## config.mk

```make
export PLATFORM = sky130hd
export DESIGN_NAME = ipsxe_fft_dist_sdpram_v2
export DESIGN_NICKNAME = d
export VERILOG_FILES = /design/src/rtl/ipsxe_fft_mem_pkg.sv /design/src/rtl/ipsxe_fft_dist_sdpram_core.sv /design/src/rtl/ipsxe_fft_dist_sdpram_v2.sv
export SDC_FILE = /design/constraint.sdc
export NUM_CORES = 2
export LEC_CHECK = 0
export ABC_CLOCK_PERIOD_IN_PS = 6400
export BUFFER_PORTS_ARGS = -buffer_cell sky130_fd_sc_hd__clkbuf_2
export CAP_MARGIN = 15
export CORE_ASPECT_RATIO = 1.1
export CORE_MARGIN = 10
export CORE_UTILIZATION = 55
export DETAILED_ROUTE_END_ITERATION = 6
export PLACE_DENSITY_LB_ADDON = 0.1
export SYNTH_ARGS = -nofsm -noshare
export SYNTH_HDL_FRONTEND = slang
export SYNTH_SLANG_ARGS = --single-unit
```

## constraint.sdc

```tcl
create_clock -name wr_clk -period 6.4 [get_ports wr_clk]
set_input_delay 0.64 -clock wr_clk [delete_from_list [all_inputs] [get_ports wr_clk]]
set_output_delay 0.64 -clock wr_clk [all_outputs]
set_load 0.005 [all_outputs]
```

## src/rtl/ipsxe_fft_mem_pkg.sv

```systemverilog
// Shared definitions for the FFT distributed-RAM buffers: clear FSM states,
// byte-lane sizing and elaboration-time parameter range checks.
package ipsxe_fft_mem_pkg;

   typedef enum logic [0:0] {
      ST_IDLE  = 1'b0,
      ST_CLEAR = 1'b1
   } clr_state_e;

   function automatic int be_width(input int dw);
      return (dw + 7) / 8;
   endfunction

   function automatic bit rd_latency_ok(input int lat);
      return (lat >= 0) && (lat <= 2);
   endfunction

   function automatic bit addr_width_ok(input int aw);
      return (aw >= 4) && (aw <= 10);
   endfunction

   function automatic bit data_width_ok(input int dw);
      return (dw >= 1) && (dw <= 256);
   endfunction

endpackage

```

## src/rtl/ipsxe_fft_dist_sdpram_core.sv

```systemverilog
// LUT-RAM array: one byte-lane-masked write port (user or clear engine) and
// one asynchronous read port.
module ipsxe_fft_dist_sdpram_core
   import ipsxe_fft_mem_pkg::*;
#(
   parameter int  ADDR_WIDTH = 6,
   parameter int  DATA_WIDTH = 32,
   localparam int BE_WIDTH   = be_width(DATA_WIDTH)
) (
   input  logic                  wr_clk,
   input  logic                  user_we,
   input  logic [BE_WIDTH-1:0]   user_be,
   input  logic [ADDR_WIDTH-1:0] user_addr,
   input  logic [DATA_WIDTH-1:0] user_data,
   input  logic                  clr_we,
   input  logic [ADDR_WIDTH-1:0] clr_addr,
   input  logic [ADDR_WIDTH-1:0] rd_addr,
   output logic [DATA_WIDTH-1:0] rd_word
);

   localparam int DEPTH = 2**ADDR_WIDTH;

   logic [DATA_WIDTH-1:0] mem [DEPTH];

   logic                  sel_we;
   logic [ADDR_WIDTH-1:0] sel_addr;
   logic [DATA_WIDTH-1:0] sel_data;
   logic [DATA_WIDTH-1:0] sel_mask;

   // The clear engine owns the port while it runs; user writes are already gated upstream.
   always_comb begin
      sel_we   = user_we;
      sel_addr = user_addr;
      sel_data = user_data;
      sel_mask = '0;
      for (int i = 0; i < DATA_WIDTH; i++) begin
         sel_mask[i] = user_be[i/8];
      end
      if (clr_we) begin
         sel_we   = 1'b1;
         sel_addr = clr_addr;
         sel_data = '0;
         sel_mask = '1;
      end
   end

   always_ff @(posedge wr_clk) begin
      if (sel_we) begin
         mem[sel_addr] <= (mem[sel_addr] & ~sel_mask) | (sel_data & sel_mask);
      end
   end

   assign rd_word = mem[rd_addr];

endmodule

```

## src/rtl/ipsxe_fft_dist_sdpram_v2.sv

```systemverilog
// Simple dual-port distributed RAM for FFT buffers: clear engine FSM,
// read-during-write forwarding and a 0/1/2-cycle read pipeline.
module ipsxe_fft_dist_sdpram_v2
   import ipsxe_fft_mem_pkg::*;
#(
   parameter int  ADDR_WIDTH = 6,
   parameter int  DATA_WIDTH = 32,
   parameter int  RD_LATENCY = 1,
   parameter bit  WR_FWD     = 1'b1,
   parameter bit  CLR_ON_RST = 1'b1,
   localparam int BE_WIDTH   = be_width(DATA_WIDTH)
) (
   input  logic                  wr_clk,
   input  logic                  asyn_rst,
   input  logic                  clr_req,
   input  logic                  wr_en,
   input  logic [BE_WIDTH-1:0]   wr_be,
   input  logic [ADDR_WIDTH-1:0] wr_addr,
   input  logic [DATA_WIDTH-1:0] wr_data,
   input  logic                  rd_en,
   input  logic [ADDR_WIDTH-1:0] rd_addr,
   output logic [DATA_WIDTH-1:0] rd_data,
   output logic                  rd_valid,
   output logic                  busy,
   output logic                  clr_done
);

   localparam int                    DEPTH     = 2**ADDR_WIDTH;
   localparam logic [ADDR_WIDTH-1:0] LAST_ADDR = ADDR_WIDTH'(DEPTH - 1);

   if (!rd_latency_ok(RD_LATENCY)) begin : g_bad_latency
      $error("ipsxe_fft_dist_sdpram_v2: RD_LATENCY must be 0, 1 or 2");
   end
   if (!addr_width_ok(ADDR_WIDTH)) begin : g_bad_addr_width
      $error("ipsxe_fft_dist_sdpram_v2: ADDR_WIDTH must be in 4..10");
   end
   if (!data_width_ok(DATA_WIDTH)) begin : g_bad_data_width
      $error("ipsxe_fft_dist_sdpram_v2: DATA_WIDTH must be in 1..256");
   end

   clr_state_e            state_q;
   logic [ADDR_WIDTH-1:0] clr_cnt_q;
   logic                  clr_done_q;

   always_ff @(posedge wr_clk or posedge asyn_rst) begin
      if (asyn_rst) begin
         state_q    <= CLR_ON_RST ? ST_CLEAR : ST_IDLE;
         clr_cnt_q  <= '0;
         clr_done_q <= 1'b0;
      end else begin
         clr_done_q <= 1'b0;
         case (state_q)
            ST_IDLE: begin
               if (clr_req) begin
                  state_q   <= ST_CLEAR;
                  clr_cnt_q <= '0;
               end
            end
            ST_CLEAR: begin
               clr_cnt_q <= clr_cnt_q + 1'b1;
               if (clr_cnt_q == LAST_ADDR) begin
                  state_q    <= ST_IDLE;
                  clr_done_q <= 1'b1;
               end
            end
            default: state_q <= ST_IDLE;
         endcase
      end
   end

   assign busy     = (state_q == ST_CLEAR);
   assign clr_done = clr_done_q;

   logic                  user_we;
   logic                  rd_acc;
   logic [DATA_WIDTH-1:0] wr_mask;
   logic [DATA_WIDTH-1:0] mem_rd_word;
   logic [DATA_WIDTH-1:0] rd_raw_d;

   assign user_we = wr_en & ~busy;
   assign rd_acc  = rd_en & ~busy;

   always_comb begin
      wr_mask = '0;
      for (int i = 0; i < DATA_WIDTH; i++) begin
         wr_mask[i] = wr_be[i/8];
      end
   end

   ipsxe_fft_dist_sdpram_core #(
      .ADDR_WIDTH (ADDR_WIDTH),
      .DATA_WIDTH (DATA_WIDTH)
   ) u_core (
      .wr_clk    (wr_clk),
      .user_we   (user_we),
      .user_be   (wr_be),
      .user_addr (wr_addr),
      .user_data (wr_data),
      .clr_we    (busy),
      .clr_addr  (clr_cnt_q),
      .rd_addr   (rd_addr),
      .rd_word   (mem_rd_word)
   );

   // Forwarding reproduces the lane merge the array performs at the next edge.
   always_comb begin
      rd_raw_d = mem_rd_word;
      if (WR_FWD && user_we && (wr_addr == rd_addr)) begin
         rd_raw_d = (mem_rd_word & ~wr_mask) | (wr_data & wr_mask);
      end
   end

   if (RD_LATENCY == 0) begin : g_lat0
      assign rd_data  = rd_raw_d;
      assign rd_valid = rd_acc;
   end else begin : g_pipe
      logic [DATA_WIDTH-1:0] rd_data_p1_q;
      logic                  rd_vld_p1_q;

      // Stage 1: capture the raw word on accept, hold otherwise.
      always_ff @(posedge wr_clk or posedge asyn_rst) begin
         if (asyn_rst) begin
            rd_data_p1_q <= '0;
            rd_vld_p1_q  <= 1'b0;
         end else begin
            rd_vld_p1_q <= rd_acc;
            if (rd_acc) begin
               rd_data_p1_q <= rd_raw_d;
            end
         end
      end

      if (RD_LATENCY == 1) begin : g_lat1
         assign rd_data  = rd_data_p1_q;
         assign rd_valid = rd_vld_p1_q;
      end else begin : g_lat2
         logic [DATA_WIDTH-1:0] rd_data_p2_q;
         logic                  rd_vld_p2_q;

         // Stage 2: advance only valid stage-1 words.
         always_ff @(posedge wr_clk or posedge asyn_rst) begin
            if (asyn_rst) begin
               rd_data_p2_q <= '0;
               rd_vld_p2_q  <= 1'b0;
            end else begin
               rd_vld_p2_q <= rd_vld_p1_q;
               if (rd_vld_p1_q) begin
                  rd_data_p2_q <= rd_data_p1_q;
               end
            end
         end

         assign rd_data  = rd_data_p2_q;
         assign rd_valid = rd_vld_p2_q;
      end
   end

endmodule

```

==> summary.md <==
| Metric | Value |
|---|---|
| Run status | `finished, violations left` |
| Failing checks | `design-rule violations` |
| Area share of fa/ha/maj cells after synthesis | `0.0135%` |
| Area of the multi-input gates | `0.0293 mm^2` |
| Initial antenna violation count | `23` |
| Final Hold Fails | `0` |
| Complex-gate fraction of the synthesized area | `12.2%` |
| Deepest clock path buffer count | `3` |
| Leakage | `32.6 nW` |
| Design Area, Final | `0.105 mm^2` |
| Top post-synthesis cells by area | `edfxtp_1, mux4_2, a22oi_1` |
| Power per standard cell area | `398 mW/mm^2` |
| IO buf count | `87` |
| Post-synthesis mux area share | `16.2%` |
| # rows | `158` |
| ANT nets after route | `0` |
| Maxcap violations | `0` |
| Crit path kind | `reg2reg` |
| GPL Wtd Cong | `0.912` |
| Fillers | `11704` |
| Dpl hpwl | `210 mm` |
| Share of the core filled with cells | `62.6%` |
| Vias | `63606` |
| Avg Cell Area, Syn | `18.0 um^2` |
| Largest net degree at the start of global routing | `107` |
| Seq/Total Area, Yosys | `67.4%` |
| Total gr overflow | `0` |
| DP Area | `0.0983 mm^2` |
| Share of layout cells above drive strength 1 | `27.1%` |
| Setup repair bufs after CTS | `0` |
| Initial Util | `55.2%` |
| Reg power frac | `40.3%` |
| Width of the die | `412 um` |
| Final #Nets | `5367` |
| Vias in the first global route | `60735` |
| Mapped Nets | `5209` |
| TritonCTS clock tree | `done` |
| Post-synthesis simple-gate area fraction | `1.73%` |
| DRT iter0 DRCs | `13034` |
| Yosys top cell area share | `66.3%` |
| Pre-antenna DRT Iters | `7` |
| Routed wire per std cell | `47.2 um` |
| Root Buffer Master | `clkbuf_16` |
| Skew final | `32.7 ps` |
| Type of the most critical hold path | `in2reg` |
| Yosys warns | `0` |
| Post-synth EDFFs | `2048` |
| Total GRT Usage | `38.6%` |
| Psw | `14.7 mW` |
| CP max FO | `58` |
| RSZ-0062 raised after global routing | `false` |
| Area grow syn2layout | `13.5%` |
| I/O pin count | `88` |
| Pins Over Slew Limit | `0` |
| Routed Wire Length | `365 mm` |
| Yosys reg bits | `2089` |
| Worst Setup End Kind | `flop` |
| Cells after synthesis | `5155` |
| Worst skew pair latency | `880 ps` |
| Worst rel slew slack | `16.7%` |
| First-pass GRT wire length | `496 mm` |
| Critical path required time | `7130 ps` |
| Die Height | `451 um` |
| Die area | `0.186 mm^2` |
| Share of async-settable or async-resettable flops after synthesis | `1.96%` |
| Drc violations | `9` |
| H-Tree Depth | `4` |
| Worst-path clk slew | `70 ps` |
| Area of the mapped netlist | `0.0928 mm^2` |
| Type of origin of the critical path | `flop` |
| Internal power | `27.2 mW` |
| Final Setup Violations | `0` |
| Vias per std cell | `8.22` |
| Commonest non-fill, non-tap cell in the layout | `edfxtp_1` |
| Crit path DAT | `6010 ps` |
| Combinational fraction of design power | `29.6%` |
| Synth Area in XOR/XNOR | `0.0755%` |
| Synth area leader | `edfxtp_1` |
| Peak VDD IR | `394 uV` |
| Clock Sinks | `2089` |
| Core Region | `0.168 mm^2` |
| Post-CTS resize count | `0` |
| Fin crit period | `5290 ps` |
| Period utilisation layout | `82.6%` |
| Commonest non-fill, non-tap cells in the layout | `edfxtp_1, a22oi_1, mux4_2` |
| Largest family of logic cells by synthesized area | `multiplexers` |
| Post-CTS Hold Fix Bufs | `1` |
| Clk network pwr share | `30.1%` |
| Top FF cell, synth | `edfxtp_1` |
| Fmax | `189 MHz` |
| Least-Margin Pin Slew | `1220 ps` |
| Netlist cell types | `62` |
| Total CTS buffers | `205` |
| Sw Share | `35.1%` |
| Seq. cell area | `0.0625 mm^2` |
| Post-Route Setup TNS | `0 ps` |
## worst max-delay path: stages (launching register included)
cell	delay, ps
dfstp_4	1080
nand2_1	550
o32ai_4	1040
buf_12	340
a22oi_1	150
a41oi_1	430
nor4_1	160
a31oi_4	940
buf_4	320
## sequential cells by signal (all words and copies together), names as in the netlist
signal and count:
rd_valid 1, u_core.mem 2048, clr_cnt_q 6, rd_data 32, clr_done 1, busy 1
## stage by stage
step	hold WS [ps]	setup WS, ps	total power [mW]	instances
global placement	506	1360	28.8	7343
finish	84.8	1110	41.9	7741
global route	97.4	1050	42.5	7733
detailed placement	519	1130	28.9	7343
floorplan	496	472	23.1	5155
CTS	49.1	1110	41.3	7727
## logic make-up (layout without fill, tap and decap cells)
kind of cell | count (synthesis) | count (layout)
multiplexers | 776 | 776
XOR/XNOR | 8 | 8
adder cells (fa/ha/maj) | 1 | 1
AO/OA/AOI/OAI | 1490 | 1490
AND/OR/NAND/NOR | 331 | 331
other | 0 | 12
flip-flops | 2089 | 2089
buffers and inverters | 460 | 794
## final cells by class
cell class                 instances  share of cell area [%]
clock buffer                     263                    5.20
clock inverter                   120                    1.39
inverter                          11                  0.0404
sequential                      2089                    59.4
timing repair buffer             400                    3.46
tap                             2240                    2.66
multi-input combinational       2606                    27.9
antenna                           12                  0.0285
## routing by layer
layer	part of all wire (%)	up-vias	GRT usage, %
met5	0.044	-	0
met4	7.3	24	22.4
met1	33	32474	51.4
met2	43	6648	55.2
li1	-	23060	-
met3	16	1400	13.3
## cell usage after synthesis (4+ instances only)
master / instances
nand2b_1: 10
dfrtp_1: 40
or2_2: 8
nand2_1: 55
a21o_1: 4
nor4_1: 38
nor2_1: 128
nand3_1: 12
nand4_1: 6
a311oi_1: 6
o21bai_1: 26
o22ai_1: 32
a22o_1: 51
a2bb2oi_1: 4
o21a_1: 4
a222oi_1: 65
a221oi_1: 50
o21ai_0: 45
o22a_1: 31
clkbuf_1: 195
buf_2: 163
a22oi_1: 819
a211oi_1: 9
buf_1: 39
xnor2_1: 7
mux2_2: 76
a21oi_1: 36
a41oi_1: 153
nor2b_1: 11
and2_1: 4
o2bb2ai_1: 4
inv_1: 8
and4_1: 6
mux2i_1: 125
mux4_2: 575
nor3_1: 38
edfxtp_1: 2048
buf_6: 13
o2111ai_1: 4
buf_4: 38
a31oi_1: 133
## final timing paths
path / start / end / slack (ps) / cells after the start
worst min-delay path: wr_data[25] / rd_data[25]$_DFFE_PP0P_ / 80 / 3
worst max register to register: busy$_DFF_PP1_ / u_core.mem[51][5]$_DFFE_PP_ / 1110 / 8
min in group asynchronous: asyn_rst / rd_data[1]$_DFFE_PP0P_ / 560 / 4
worst max-delay path: busy$_DFF_PP1_ / u_core.mem[51][5]$_DFFE_PP_ / 1110 / 8
worst min register to register: rd_data[28]$_DFFE_PP0P_ / rd_data[28]$_DFFE_PP0P_ / 530 / 2
max in group asynchronous: asyn_rst / rd_data[28]$_DFFE_PP0P_ / 5100 / 4
## power by group through the flow
stage / combinational [mW] / clock (mW) / sequential [mW]
6_report: 12.4 / 12.6 / 16.9
5_1_grt: 12.4 / 13.2 / 16.9
4_1_cts: 11.9 / 12.6 / 16.8
3_5_place_dp: 11.8 / 0 / 17.1
3_3_place_gp: 11.7 / 0 / 17.1
2_1_floorplan: 6.15 / 0 / 16.9
Note: power is estimated with default switching activity, not from simulation.
